===== src/rtl/instruction_fetch.sv =====
// Fetch stage for a synchronous, one-cycle-latency program ROM with stall and branch redirect.
// Optional delivered-instruction counter on fetch_count_o when FETCH_PERF_EN is defined.
module instruction_fetch #(
    parameter int                    WORD_SIZE = 20,
    parameter int                    ADDR_SIZE = 16,
    parameter logic [ADDR_SIZE-1:0]  RESET_PC  = '0
) (
    input  logic                  clk,
    input  logic                  reset_n,
    output logic [ADDR_SIZE-1:0]  rom_addr_o,
    input  logic [WORD_SIZE-1:0]  rom_data_i,
    input  logic                  stall_i,
    input  logic                  redirect_i,
    input  logic [ADDR_SIZE-1:0]  redirect_pc_i,
    output logic [WORD_SIZE-1:0]  instr_o,
    output logic [ADDR_SIZE-1:0]  instr_pc_o,
    output logic                  instr_valid_o
`ifdef FETCH_PERF_EN
    ,
    output logic [15:0]           fetch_count_o
`endif
);

    localparam logic [1:0] MODE_RUN   = 2'd0;
    localparam logic [1:0] MODE_STALL = 2'd1;
    localparam logic [1:0] MODE_REDIR = 2'd2;

    localparam logic [ADDR_SIZE-1:0] PC_ONE = {{(ADDR_SIZE-1){1'b0}}, 1'b1};

    logic [ADDR_SIZE-1:0] fetch_pc_r;
    logic [ADDR_SIZE-1:0] pend_pc_r;
    logic                 pend_valid_r;
    logic [WORD_SIZE-1:0] instr_r;
    logic [ADDR_SIZE-1:0] instr_pc_r;
    logic                 instr_valid_r;
    logic [1:0]           mode_s;
    logic [ADDR_SIZE-1:0] fetch_pc_inc_s;
    logic [ADDR_SIZE-1:0] redirect_pc_inc_s;
    logic [ADDR_SIZE-1:0] rom_addr_s;

    // Resolve this cycle's action: redirect beats stall beats run.
    always_comb begin
        mode_s = MODE_RUN;
        if (redirect_i) begin
            mode_s = MODE_REDIR;
        end else if (stall_i) begin
            mode_s = MODE_STALL;
        end else begin
            mode_s = MODE_RUN;
        end
    end

    // Wrapping increments and the ROM address mux; a stall re-reads P so rom_data_i keeps mem[P].
    always_comb begin
        fetch_pc_inc_s    = fetch_pc_r + PC_ONE;
        redirect_pc_inc_s = redirect_pc_i + PC_ONE;
        rom_addr_s        = fetch_pc_r;
        case (mode_s)
            MODE_REDIR: rom_addr_s = redirect_pc_i;
            MODE_STALL: rom_addr_s = pend_pc_r;
            MODE_RUN:   rom_addr_s = fetch_pc_r;
            default:    rom_addr_s = fetch_pc_r;
        endcase
    end

    assign rom_addr_o = rom_addr_s;

    // PC tracking and the registered decode-side outputs.
    always_ff @(posedge clk or negedge reset_n) begin
        if (!reset_n) begin
            fetch_pc_r    <= RESET_PC;
            pend_pc_r     <= RESET_PC;
            pend_valid_r  <= 1'b0;
            instr_r       <= {WORD_SIZE{1'b0}};
            instr_pc_r    <= {ADDR_SIZE{1'b0}};
            instr_valid_r <= 1'b0;
        end else begin
            case (mode_s)
                MODE_REDIR: begin
                    instr_valid_r <= 1'b0;
                    pend_pc_r     <= redirect_pc_i;
                    pend_valid_r  <= 1'b1;
                    fetch_pc_r    <= redirect_pc_inc_s;
                end
                MODE_STALL: begin
                    instr_valid_r <= instr_valid_r;
                end
                MODE_RUN: begin
                    instr_r       <= rom_data_i;
                    instr_pc_r    <= pend_pc_r;
                    instr_valid_r <= pend_valid_r;
                    pend_pc_r     <= fetch_pc_r;
                    pend_valid_r  <= 1'b1;
                    fetch_pc_r    <= fetch_pc_inc_s;
                end
                default: begin
                    instr_valid_r <= instr_valid_r;
                end
            endcase
        end
    end

    assign instr_o       = instr_r;
    assign instr_pc_o    = instr_pc_r;
    assign instr_valid_o = instr_valid_r;

`ifdef FETCH_PERF_EN
    logic [15:0] fetch_count_r;

    // Count instructions decode actually consumes; saturate rather than wrap.
    always_ff @(posedge clk or negedge reset_n) begin
        if (!reset_n) begin
            fetch_count_r <= 16'h0000;
        end else if (instr_valid_r && (mode_s == MODE_RUN) && (fetch_count_r != 16'hFFFF)) begin
            fetch_count_r <= fetch_count_r + 16'h0001;
        end else begin
            fetch_count_r <= fetch_count_r;
        end
    end

    assign fetch_count_o = fetch_count_r;
`endif

endmodule


===== config.mk =====
export PLATFORM = sky130hd
export DESIGN_NAME = instruction_fetch
export DESIGN_NICKNAME = d
export VERILOG_FILES = /design/src/rtl/instruction_fetch.sv
export SDC_FILE = /design/constraint.sdc
export NUM_CORES = 1
export LEC_CHECK = 0
export CORE_ASPECT_RATIO = 0.8
export CORE_MARGIN = 2
export CORE_UTILIZATION = 48
export CTS_BUF_LIST = sky130_fd_sc_hd__clkbuf_2
export CTS_CLUSTER_SIZE = 8
export DETAILED_ROUTE_END_ITERATION = 10
export PLACE_DENSITY = 0.79
export RECOVER_POWER = 100
export SLEW_MARGIN = 5
export SYNTH_ARGS = -nofsm -noshare
export SYNTH_HDL_FRONTEND = slang
export SYNTH_SLANG_ARGS = --single-unit

===== constraint.sdc =====
create_clock -name clk -period 3.4 [get_ports clk]
set_clock_uncertainty 0.05 [all_clocks]
set_input_delay 0.51 -clock clk [delete_from_list [all_inputs] [get_ports clk]]
set_output_delay 0.51 -clock clk [all_outputs]
set_load 0.01 [all_outputs]

# After elaboration in Yosys (flattened, before gate mapping)
# Cells that the tools add are included.
# word_totals
in_bits	40
output_inout_bits	53
reg_bits	70
elab_cells	19
# op_classes
reduce_logical	3
muxes	6
n_eq_ne	2
add_sub_neg	2
# ops
operator	count
case mux 16 bit (2 select lines)	3
adder 16 x 1 -> 16 bit (second input constant)	2
== test 2 x 1 -> 1 bit (second input constant)	1
== test 2 bit (second input constant)	1
zero test 2 bit	1
2-to-1 mux 2 bit	1
case mux 1 bit (2 select lines)	1
nonzero test 2 bit	1
OR reduction 2 bit	1
2-to-1 mux 1 bit	1

# Logic depth before layout (Yosys ltp)
# logic_depth
ltp_word	4
depth_mapped	11
ltp_nobuf	7

# Least setup slack after synthesis
# OpenSTA, ideal clock, no wires.
# synth_timing
path_kind	input-to-reg
startpoint	input port stall_i
endpoint	register fetch_pc_r[12]
path_buffers	4
setup_slack_ns	0.577
required_time_ns	3.271
setup_ns	0.079
arrival_time_ns	2.694
cell_stages	11
cell_sequence	buf_4 -> buf_4 -> or2_2 -> buf_2 -> buf_2 -> mux2_2 -> ha_1 -> a21boi_1 -> nand4_1 -> xor2_1 -> mux2i_1
# synth_via
elab_chain_cells	4
word_cells_on_any_way	6
classes_between	eq/ne (1); mux (3); reduce/logical (2)
# synth_rtl
element	line_no	rtl
start, declared	12	input logic stall_i,
2-to-1 mux 1 bit (*)	46	end else if (stall_i) begin
2-to-1 mux 2 bit (*)	44	if (redirect_i) begin
== test 2 bit or zero test 2 bit (tied branches)	78	case (mode_s)
case mux 16 bit (2 select lines) or nonzero test 2 bit (tied branches)	n/a	
end signal, assigned	83	fetch_pc_r <= redirect_pc_inc_s;
end signal, assigned	94	fetch_pc_r <= fetch_pc_inc_s;
end, declared	30	logic [ADDR_SIZE-1:0] fetch_pc_r;
# Every way passes the cells marked *; elsewhere a longest branch is shown, timed or not.
# A chain may end at the register's enable or synchronous reset.

# Final worst setup path
# layout_timing
startpoint	input port stall_i
endpoint	output port rom_addr_o[12]
# layout_via
elab_chain_cells	4
word_cells_on_any_way	5
classes_between	eq/ne (2); mux (3)
# layout_rtl
element	line_no	rtl
2-to-1 mux 1 bit (*)	46	
2-to-1 mux 2 bit (*)	44	
== test 2 x 1 -> 1 bit or == test 2 bit (tied branches)	58	case (mode_s)
case mux 16 bit (2 select lines) (*)	58	
end, declared	10	output logic [ADDR_SIZE-1:0] rom_addr_o,
# Marked as above.

==> key figures <==
Outcome
  • Status: finished, violations left
  • Failing checks: max-capacitance violations, max-slew violations

Global route
  • Global-route usage over all layers: 20.4%
  • Pin count of the biggest net entering global routing: 71
  • First-pass GRT wire length: 13000 um
  • Initial antenna violation count: 0
  • Number of global-route vias before repair: 2678
  • Remaining Overflow, GRT: 0

Clocking
  • Clk slew on worst S/H paths: 0.18 ns
  • Maximum clock path buffer count: 2
  • Postcts setup bufs: 0
  • Clock tree from TritonCTS: done
  • Htree depth: 3
  • Post-CTS Resized: 0
  • Hold_buf cts: 0
  • Worst skew pair latency: 0.52 ns
  • Num Clock Sinks: 70
  • Num CTS Buffers: 9
  • Root Buffer: clkbuf_2

Synth
  • Ys Warns: 0
  • Share of the synthesized area in the top cell type: 48.7%
  • Compound-Gate Fraction of Synth Area: 11.2%
  • #FFs+latches synth: 70
  • Synthesized-area fraction occupied by adder cells: 0.348%
  • Multiplexer share of the synthesized area: 19.8%
  • Mapped Nets: 356
  • Synth top cells by count: dfrtp_1 (70), mux2_2 (41), o21ai_0 (33), nand2_1 (27), mux2i_1 (24)
  • Largest family of logic cells by synthesized area: multiplexers
  • Post-synth ARST share: 100%
  • Mapped Avg Cell Area: 11.4 um^2
  • Area of the mapped netlist: 0.00360 mm^2
  • Most numerous cell in the Yosys netlist: dfrtp_1
  • Register area share after synthesis: 48.7%
  • Synth Flop Type: dfrtp_1
  • Distinct cell type count after synthesis: 44
  • Cells after Synth: 315
  • Xor/xnor share of the synthesized area: 5.60%
  • Post-synth EDFFs: 0
  • Most area-consuming cells after synthesis: dfrtp_1 (49%), mux2_2 (13%), mux2i_1 (6.7%), xor2_1 (4.9%), o21ai_0 (4.6%)
  • Area leader, netlist: dfrtp_1
  • Simple logic cell fraction of the synthesized area: 11.1%

Critical path
  • CP required: 2.84 ns
  • Worst path max stage delay: 0.62 ns
  • Crit path kind: input port to output port
  • CP startpoint kind: input port
  • Arrival time at the worst endpoint: 2.40 ns
  • Slowest CP cell: dlygate4sd3_1
  • CP Max Fanout: 26
  • CP Cell Sequence: buf_2, clkbuf_1, mux2i_1, o21ai_0, dlygate4sd3_1
  • Setup crit end kind: output port

Hold path
  • Worst hold path type: input port to flop

Die
  • Core box area: 0.00732 mm^2
  • Chip width: 101 um
  • Num rows: 28
  • Die Ht: 81.4 um
  • Die area: 0.00820 mm^2
  • Initial Util: 49.1%
  • IO Pins: 93

Cells and area
  • Register area: 0.00175 mm^2
  • Layout cells sized above 1: 17.8%
  • Antenna cells: 0
  • P&R area growth vs syn: 31.7%
  • Multi-input gate area: 0.00173 mm^2
  • Final Net Count: 448
  • # fillers: 582
  • Final Cell Area: 0.00474 mm^2
  • Layout Cells excl Fill: 501

STA
  • RSZ-0062 raised after global routing: no
  • Highest Clock Rate: 0.338 GHz
  • Slew HR: -14.3%
  • Worst Tran Pin Value: 1.71 ns
  • Period minus WS final: 2.96 ns
  • Hold Vio Cnt, Final: 0
  • Worst hold slack: 0.403 ns
  • Final number of setup-violating endpoints: 0
  • Final Worst Setup Slack: 0.443 ns
  • Final period utilization: 87.0%
  • Setup TNS: 0 ns
  • Final Slew Violations: 71

Power
  • Max VDD drop: 0.267 mV
  • P per Cell Area: 475 mW/mm^2
  • Pleak: 1.98 nW

Drt
  • WL final: 8080 um
  • Antenna Violating Nets Remaining: 0
  • Post-DR vias/cell: 5.55
  • DRC Markers: 0
  • Iter 0 DRT Violations: 145
  • Via count: 2781
  • Pre-Repair DR Iteration Count: 5
  • DR WL/cell: 16.1 um

Placed design
  • Post-placement worst setup slack: 0.596 ns
  • Placer's final routability congestion estimate: 0.874
  • DP Area: 0.00458 mm^2
  • DP Cell Count: 486
  • Port Buffers: 92
  • Detailed-placement wirelength estimate: 5700 um

Run
  • Maxcap violations: 1
==> area by class of cell <==
cell class,count,share of cell area [%]
clock buffer,9,0.951
clock inverter,6,2.85
inverter,2,0.159
multi-input combinational,223,36.5
sequential,70,37.0
tap,90,2.38
timing repair buffer,101,20.2
==> sequential cells by signal, indices dropped and copies added, names as in the netlist <==
name and count:
instr_o 20, fetch_pc_r 16, instr_pc_o 16, pend_pc_r 16, instr_valid_o 1, pend_valid_r 1
==> per-layer routing <==
metal / part of all wire (%) / global-route usage [%] / vias up
li1: - / - / 1341
met1: 46 / 26.9 / 1369
met2: 49 / 33.1 / 66
met3: 4.6 / 5.96 / 5
met4: 0.76 / 5.89 / 0
met5: 0 / 0 / -
==> path summary, 6_finish.rpt <==
check | startpoint | end | slack, ns | cells past startpoint
hold / removal | redirect_i | fetch_pc_r[6] | 0.40 | 2
setup reg to reg | fetch_pc_r[0] | fetch_pc_r[10] | 1.17 | 6
hold reg to reg | pend_valid_r | pend_valid_r | 0.45 | 1
min in group asynchronous | reset_n | instr_pc_o[13] | 0.45 | 2
setup / recovery | stall_i | rom_addr_o[12] | 0.44 | 5
max in group asynchronous | reset_n | pend_pc_r[3] | 1.84 | 2
==> placed cells by master (no fill, tap or decap), types with 2 or more instances in the layout <==
master           instances
or2_2                    2
clkbuf_2                11
dlygate4sd3_1           51
and3_1                   3
mux2_2                  41
nand2b_1                 2
nand3_1                  7
buf_2                    3
a21oi_1                  9
nor2b_1                  2
nand4_1                  8
xnor2_1                  3
nand4bb_1                7
clkinvlp_4               2
a22o_1                   2
bufinv_16                4
buf_4                    4
dfrtp_1                 70
or3_1                    2
xor2_1                  20
clkdlybuf4s50_1         38
o211ai_1                 8
nand2_1                 27
clkbuf_1                 3
mux2i_1                 24
o21ai_0                 33
nor2_1                   4
==> per-stage QoR <==
| stage | util [%] | total power, mW |
|---|---|---|
| 2_1_floorplan | - | 1.31 |
| 3_3_place_gp | 62.5 | 1.61 |
| 3_5_place_dp | 62.5 | 1.62 |
| 4_1_cts | 65.0 | 2.32 |
| 5_1_grt | 64.7 | 2.36 |
| 6_report | 64.7 | 2.25 |
==> report_power, final <==
| part | internal, mW | total [mW] | switching [mW] | leakage [nW] |
|---|---|---|---|---|
| clock | 0.386 | 0.689 | 0.303 | 0.0942 |
| sequential | 0.950 | 1.02 | 0.0708 | 0.828 |
| combinational | 0.298 | 0.538 | 0.240 | 1.06 |
==> logic make-up (layout without fill, tap and decap cells) <==
| family | count (synthesis) | count (layout) |
|---|---|---|
| compound gates | 63 | 63 |
| xor+xnor | 23 | 23 |
| fa+ha+maj | 1 | 1 |
| buf+inv | 22 | 118 |
| flops | 70 | 70 |
| mux | 66 | 66 |
| simple gates | 70 | 70 |
==> critical path: cells and delay by family <==
family	cells	cell delay (ns)
mux	1	0.27
compound gates	1	0.10
buf+inv	3	1.51
No activity file was read; power rests on OpenSTA's default activity.
==> RTL edit 1: new RTL, same flow settings <==
`ADDR_SIZE`: 16 -> 32.
--- a/src/rtl/instruction_fetch.sv
+++ b/src/rtl/instruction_fetch.sv
@@ -4,3 +4,3 @@
     parameter int                    WORD_SIZE = 20,
-    parameter int                    ADDR_SIZE = 16,
+    parameter int                    ADDR_SIZE = 32,
     parameter logic [ADDR_SIZE-1:0]  RESET_PC  = '0
Interface: changed (resized instr_pc_o, redirect_pc_i and rom_addr_o); port bits go from 93 to 141. No check against the original RTL was run, so the function may have changed too.
==> RTL edit 1 against the unedited design <==
  * Maximum frequency is 3.2% higher
  * Power is 62% higher
  * Count of clock-buffer cells in the layout is 8 higher
  * Sequential cell count is 48 higher
  * Largest power group unchanged
  * Worst setup slack better by 0.091 ns
  * Register-to-register slack worse by 0.62 ns
  * Hold slack worse by 0.22 ns
  * Cell area is 76% higher
  * Sequential share of layout area is 1.6 points lower
  * Wire length is 93% higher
  * Synthesized area is 82% higher
  * Critical endpoint is now rom_addr_o[0]
  * Via count is 100% higher
==> RTL edit 1: results (changes against the unedited design) <==
.. list-table::
   :header-rows: 1

   * - Metric
     - Value
   * - Critical register-to-register path startpoint
     - fetch_pc_r[8] (was fetch_pc_r[0])
   * - Placed Area
     - 8100 um^2 (was 4580 um^2)
   * - Global routing usage summed across all routing layers
     - 22.1% (was 20.4%)
   * - Outcome
     - completed (was complete, but fails checks)
   * - Worst-skew pair later-pin latency
     - 0.66 ns (was 0.52 ns)
   * - Post-synth cell types
     - 62 (was 44)
   * - DR vias/cell
     - 5.31 (was 5.55)
   * - Routed length per placed instance
     - 14.9 um (was 16.1 um)
   * - Gp weighted congestion
     - 0.790 (was 0.874)
   * - Synthesized netlist net count
     - 777 (was 356)
   * - Peak supply drop
     - 0.000273 V (was 0.000267 V)
   * - Most instantiated cells after synthesis
     - 222 x sky130_fd_sc_hd__nand2_1, 118 x sky130_fd_sc_hd__dfrtp_1, 86 x sky130_fd_sc_hd__o21ai_0 (was 70 x sky130_fd_sc_hd__dfrtp_1, 41 x sky130_fd_sc_hd__mux2_2, 33 x sky130_fd_sc_hd__o21ai_0)
   * - Fraction of final layout cells with drive strength greater than 1
     - 8.67% (was 17.8%)
   * - Half-perimeter wire length of the detailed placement result
     - 10,800 um (was 5700 um)
   * - Synth Area in Compound Gates
     - 13.1% (was 11.2%)
   * - Terminus of the critical flop-to-flop path
     - fetch_pc_r[31] (was fetch_pc_r[10])
   * - Maximum number of pins on one net before global-route repair
     - 50 (was 71)
   * - Cell leakage power
     - 3.72 nW (was 1.98 nW)
   * - CP Data Arrival Time
     - 2.31 ns (was 2.40 ns)
   * - Synth Area in Adders
     - 0.191% (was 0.348%)
   * - Vias in the first global route
     - 5,291 (was 2,678)
   * - Hold Crit Endpoint
     - fetch_pc_r[25] (was fetch_pc_r[6])
   * - Clock buffer count from CTS
     - 17 (was 9)
   * - Number of buffers inserted by port buffering
     - 140 (was 92)
   * - Router iterations before antenna repair
     - 4 (was 5)
RTL edit 1: cells by family (layout without fill, tap and decap cells):
logic type               after synthesis  count (layout)
XOR/XNOR                              54              54
AND/OR/NAND/NOR                      321             321
buffers and inverters                 45             190
flip-flops                           118             118
AO/OA/AOI/OAI                        134             134
multiplexers                          47              47
adder cells (fa/ha/maj)                1               1
RTL edit 1: worst max path at each step:
stage / slack [ns] / cells past startpoint / to / start
after floorplan: 0.01 / 15 / fetch_pc_r[28] / stall_i
after CTS: 0.61 / 6 / rom_addr_o[17] / redirect_i
after detailed placement: 0.24 / 10 / fetch_pc_r[24] / redirect_pc_i[1]
final: 0.53 / 6 / rom_addr_o[0] / redirect_i
after global placement: 0.33 / 10 / fetch_pc_r[28] / redirect_pc_i[0]
after global routing: 0.35 / 6 / rom_addr_o[0] / redirect_i
RTL edit 1: power by group:
group	internal, mW	switching (mW)	total [mW]
Combinational	0.401	0.412	0.813
Clock	0.563	0.577	1.14
Sequential	1.57	0.115	1.69
RTL edit 1: per-layer routing:
metal | wire [um] | vias to the layer above | global-route usage, % | share of wire, %
met5 | 0 | - | 0 | 0
met4 | 233 | 0 | 5.86 | 1.5
met3 | 878 | 17 | 5.16 | 5.6
met2 | 6710 | 153 | 33.1 | 43
met1 | 7790 | 2642 | 32.4 | 50
li1 | - | 2738 | - | -
RTL edit 1: metrics by stage:
| stage | util [%] | setup WS (ns) |
|---|---|---|
| CTS | 62.6 | 0.613 |
| floorplan | - | 0.0134 |
| global route | 62.0 | 0.346 |
| global placement | 60.2 | 0.329 |
| finish | 62.0 | 0.534 |
| detailed placement | 60.2 | 0.236 |
RTL edit 1: final cells by class:
| class | instances | area, um^2 |
|---|---|---|
| repair buffers | 158 | 1520 |
| well taps | 180 | 225 |
| fillers | 1166 | 5110 |
| multi-input cells | 557 | 3330 |
| flip-flops and latches | 118 | 2950 |
| clock buffers | 17 | 85.1 |
| clock inverters | 15 | 228 |
RTL edit 1: worst register-to-register path, stage by stage (launching register included):
cell and delay [ns]:
sky130_fd_sc_hd__dfrtp_1 0.45, sky130_fd_sc_hd__or3b_2 0.47, sky130_fd_sc_hd__a22oi_1 0.52, sky130_fd_sc_hd__nand4_4 0.42
sky130_fd_sc_hd__nor4_1 0.59, sky130_fd_sc_hd__nand3b_1 0.17, sky130_fd_sc_hd__o221ai_2 0.09
RTL edit 1: repair_timing:
| item | in CTS | in global routing |
|---|---|---|
| hold buffers | 1 | 0 |
| gates resized for setup | 0 | 0 |
| endpoints found under the hold margin | 47 | 0 |
==> RTL edit 2: new RTL, config.mk and constraints unchanged <==
Made on the original files. Add a define of `FETCH_PERF_EN`.
--- a/src/rtl/instruction_fetch.sv
+++ b/src/rtl/instruction_fetch.sv
@@ -2,2 +2,4 @@
 // Optional delivered-instruction counter on fetch_count_o when FETCH_PERF_EN is defined.
+`define FETCH_PERF_EN
+
 module instruction_fetch #(
Behaviour (old outputs only; new: fetch_count_o): unchanged (equiv_simple and equiv_induct, registers matched by name and starting in step).
==> RTL edit 2 against the unedited design <==
  * The flow still finishes with violations (max-capacitance violations, max-slew violations)
  * Synthesized area increased by 20%
  * Power increased by 6.4%
  * Clock power decreased by 19%
  * Maximum frequency decreased by 0.57%
  * Hold slack got worse by 0.0086 ns
  * Wire length increased by 32%
  * Final cell count increased by 36%
  * Worst setup slack got worse by 0.017 ns
  * First-iteration DRC count increased by 53%
  * Non-clock buffer count increased by 14
  * Cell area increased by 18%
  * Core utilization decreased by 0.19 points
  * Sequential cell count increased by 16
  * Critical endpoint is now rom_addr_o[7]
  * Largest cell class unchanged
  * Largest power group unchanged
  * Highest routed layer unchanged
==> RTL edit 2: results (changes against the unedited design) <==
.. list-table::
   :header-rows: 1

   * - Metric
     - Value
   * - Outcome
     - complete, but fails checks (unchanged)
   * - Most instantiated cells after synthesis
     - 150 x sky130_fd_sc_hd__nand2_1, 86 x sky130_fd_sc_hd__dfrtp_1, 39 x sky130_fd_sc_hd__o21ai_0 (was 70 x sky130_fd_sc_hd__dfrtp_1, 41 x sky130_fd_sc_hd__mux2_2, 33 x sky130_fd_sc_hd__o21ai_0)
   * - First-pass GRT wire length
     - 17,300 um (was 13,000 um)
   * - Peak supply drop
     - 0.000210 V (was 0.000267 V)
   * - Starting DRC count in detailed routing
     - 222 (was 145)
   * - Gp weighted congestion
     - 0.950 (was 0.874)
   * - Multiplexer share of the synthesized area
     - 6.25% (was 19.8%)
   * - DR vias/cell
     - 5.51 (was 5.55)
   * - TritonCTS clock tree
     - done (unchanged)
   * - Total count of max-transition violations in the final report
     - 87 (was 71)
   * - Violated checks
     - max-capacitance violations, max-slew violations (unchanged)
   * - Net count, final
     - 608 (was 448)
   * - Half-perimeter wire length of the detailed placement result
     - 7600 um (was 5700 um)
   * - Fraction of final layout cells with drive strength greater than 1
     - 5.95% (was 17.8%)
   * - Vias in the first global route
     - 3,563 (was 2,678)
   * - CP Data Arrival Time
     - 2.41 ns
   * - Top post-synthesis cells by area
     - sky130_fd_sc_hd__dfrtp_1 50%, sky130_fd_sc_hd__nand2_1 13%, sky130_fd_sc_hd__xnor2_1 5.3% (was sky130_fd_sc_hd__dfrtp_1 49%, sky130_fd_sc_hd__mux2_2 13%, sky130_fd_sc_hd__mux2i_1 6.7%)
   * - Post-synth cell types
     - 47 (was 44)
   * - Router iterations before antenna repair
     - 8 (was 5)
   * - Count of yosys warnings during synthesis
     - 0 (unchanged)
   * - Maximum number of pins on one net before global-route repair
     - 87 (was 71)
   * - Pin slew with the least headroom to its limit
     - 2.11 ns (was 1.71 ns)
   * - # Post-CTS Setup Buffers
     - 0 (unchanged)
   * - Cell leakage power
     - 2.57 nW (was 1.98 nW)
   * - Count of instances resized after the clock tree is built
     - 0 (unchanged)
   * - Synth Area in Adders
     - 0.579% (was 0.348%)
   * - Tightest Hold Check Type
     - in2reg (unchanged)
   * - Final-layout fill cell count
     - 740 (was 582)
   * - CTS HTree Levels
     - 3 (unchanged)
   * - Number of maximum-capacitance violations
     - 1 (unchanged)
   * - Number of buffers inserted by port buffering
     - 108 (was 92)
   * - Aggregate routed wire length
     - 10,700 um (was 8080 um)
   * - Largest driver fanout on the critical path
     - 32 (was 26)
   * - Synthesized netlist net count
     - 508 (was 356)
   * - Global routing usage summed across all routing layers
     - 22.9% (was 20.4%)
   * - Number of buffers on the longest clock path
     - 2 (unchanged)
   * - XOR/XNOR Fraction of Synth Area
     - 7.50% (was 5.60%)
   * - Synth Area in Compound Gates
     - 10.9% (was 11.2%)
   * - Largest register FFs
     - 20 (unchanged)
   * - Reg clk slew, reported paths
     - 0.24 ns (was 0.18 ns)
   * - Worst-skew pair later-pin latency
     - 0.54 ns (was 0.52 ns)
   * - Proportion of synthesized chip area in sequential cells
     - 49.8% (was 48.7%)
[RTL edit 2: cell types whose count changed after synthesis, sizes merged, moves of 4 or more]
| cell | change |
|---|---|
| mux2i | -6 |
| clkbuf | +10 |
| dfrtp | +16 |
| nand4bb | -4 |
| o21ai | +8 |
| nand4 | +6 |
| xnor2 | +23 |
| xor2 | -9 |
| nor2 | +6 |
| buf | -4 |
| nand2 | +123 |
| mux2 | -34 |
| nand3 | +5 |
[RTL edit 2: cell families after synthesis]
logic type | count (synthesis)
and+or+nand+nor | 210
DFF | 86
AOI/OAI and AO/OA | 75
xor gates and xnor gates | 37
buffers and inverters | 30
muxes | 26
adders and majority gates | 2
[RTL edit 2: per-layer routing]
layer | vias to the layer above | part of all wire (%) | GRT usage, %
li1 | 1801 | - | -
met1 | 1772 | 45 | 31.2
met2 | 176 | 46 | 36.4
met3 | 14 | 7.9 | 6.11
met4 | 0 | 1.5 | 6.36
met5 | - | 0 | 0
[RTL edit 2: final timing paths]
| check | start | slack [ns] | endpoint | cells past startpoint |
|---|---|---|---|---|
| max | stall_i | 0.43 | rom_addr_o[7] | 5 |
| min in group asynchronous | reset_n | 0.46 | fetch_count_o[9] | 1 |
| max reg2reg | fetch_pc_r[1] | 0.81 | fetch_pc_r[12] | 9 |
| max in group asynchronous | reset_n | 1.58 | pend_pc_r[3] | 1 |
| min reg2reg | instr_pc_o[3] | 0.45 | instr_pc_o[3] | 2 |
| min | rom_data_i[0] | 0.39 | instr_o[0] | 3 |
[RTL edit 2: report_power, final]
part	internal, mW	switching [mW]
Sequential	1.15	0.108
Clock	0.180	0.376
Combinational	0.289	0.293
Total	1.62	0.777
[RTL edit 2: stage by stage]
stage / worst slack (ns) / instance area (um^2) / cells
2_1_floorplan: 0.177 / 4320 / 466
3_3_place_gp: 0.565 / 5460 / 667
3_5_place_dp: 0.490 / 5460 / 667
4_1_cts: 0.511 / 5590 / 683
5_1_grt: 0.329 / 5570 / 683
6_report: 0.426 / 5570 / 683
[RTL edit 2: worst max-delay path, cell delays in order]
cell,delay [ns]
sky130_fd_sc_hd__buf_2,0.47
sky130_fd_sc_hd__buf_4,0.38
sky130_fd_sc_hd__mux2i_1,0.27
sky130_fd_sc_hd__o21ai_0,0.13
sky130_fd_sc_hd__dlygate4sd3_1,0.63
[RTL edit 2: layout make-up]
| cell class | count | share of cell area [%] |
|---|---|---|
| multi-input cells | 350 | 36.4 |
| repair buffers | 115 | 20.0 |
| inverters | 4 | 0.270 |
| clock inverters | 7 | 1.42 |
| flip-flops and latches | 86 | 38.7 |
| clock buffers | 9 | 0.809 |
| well taps | 112 | 2.52 |
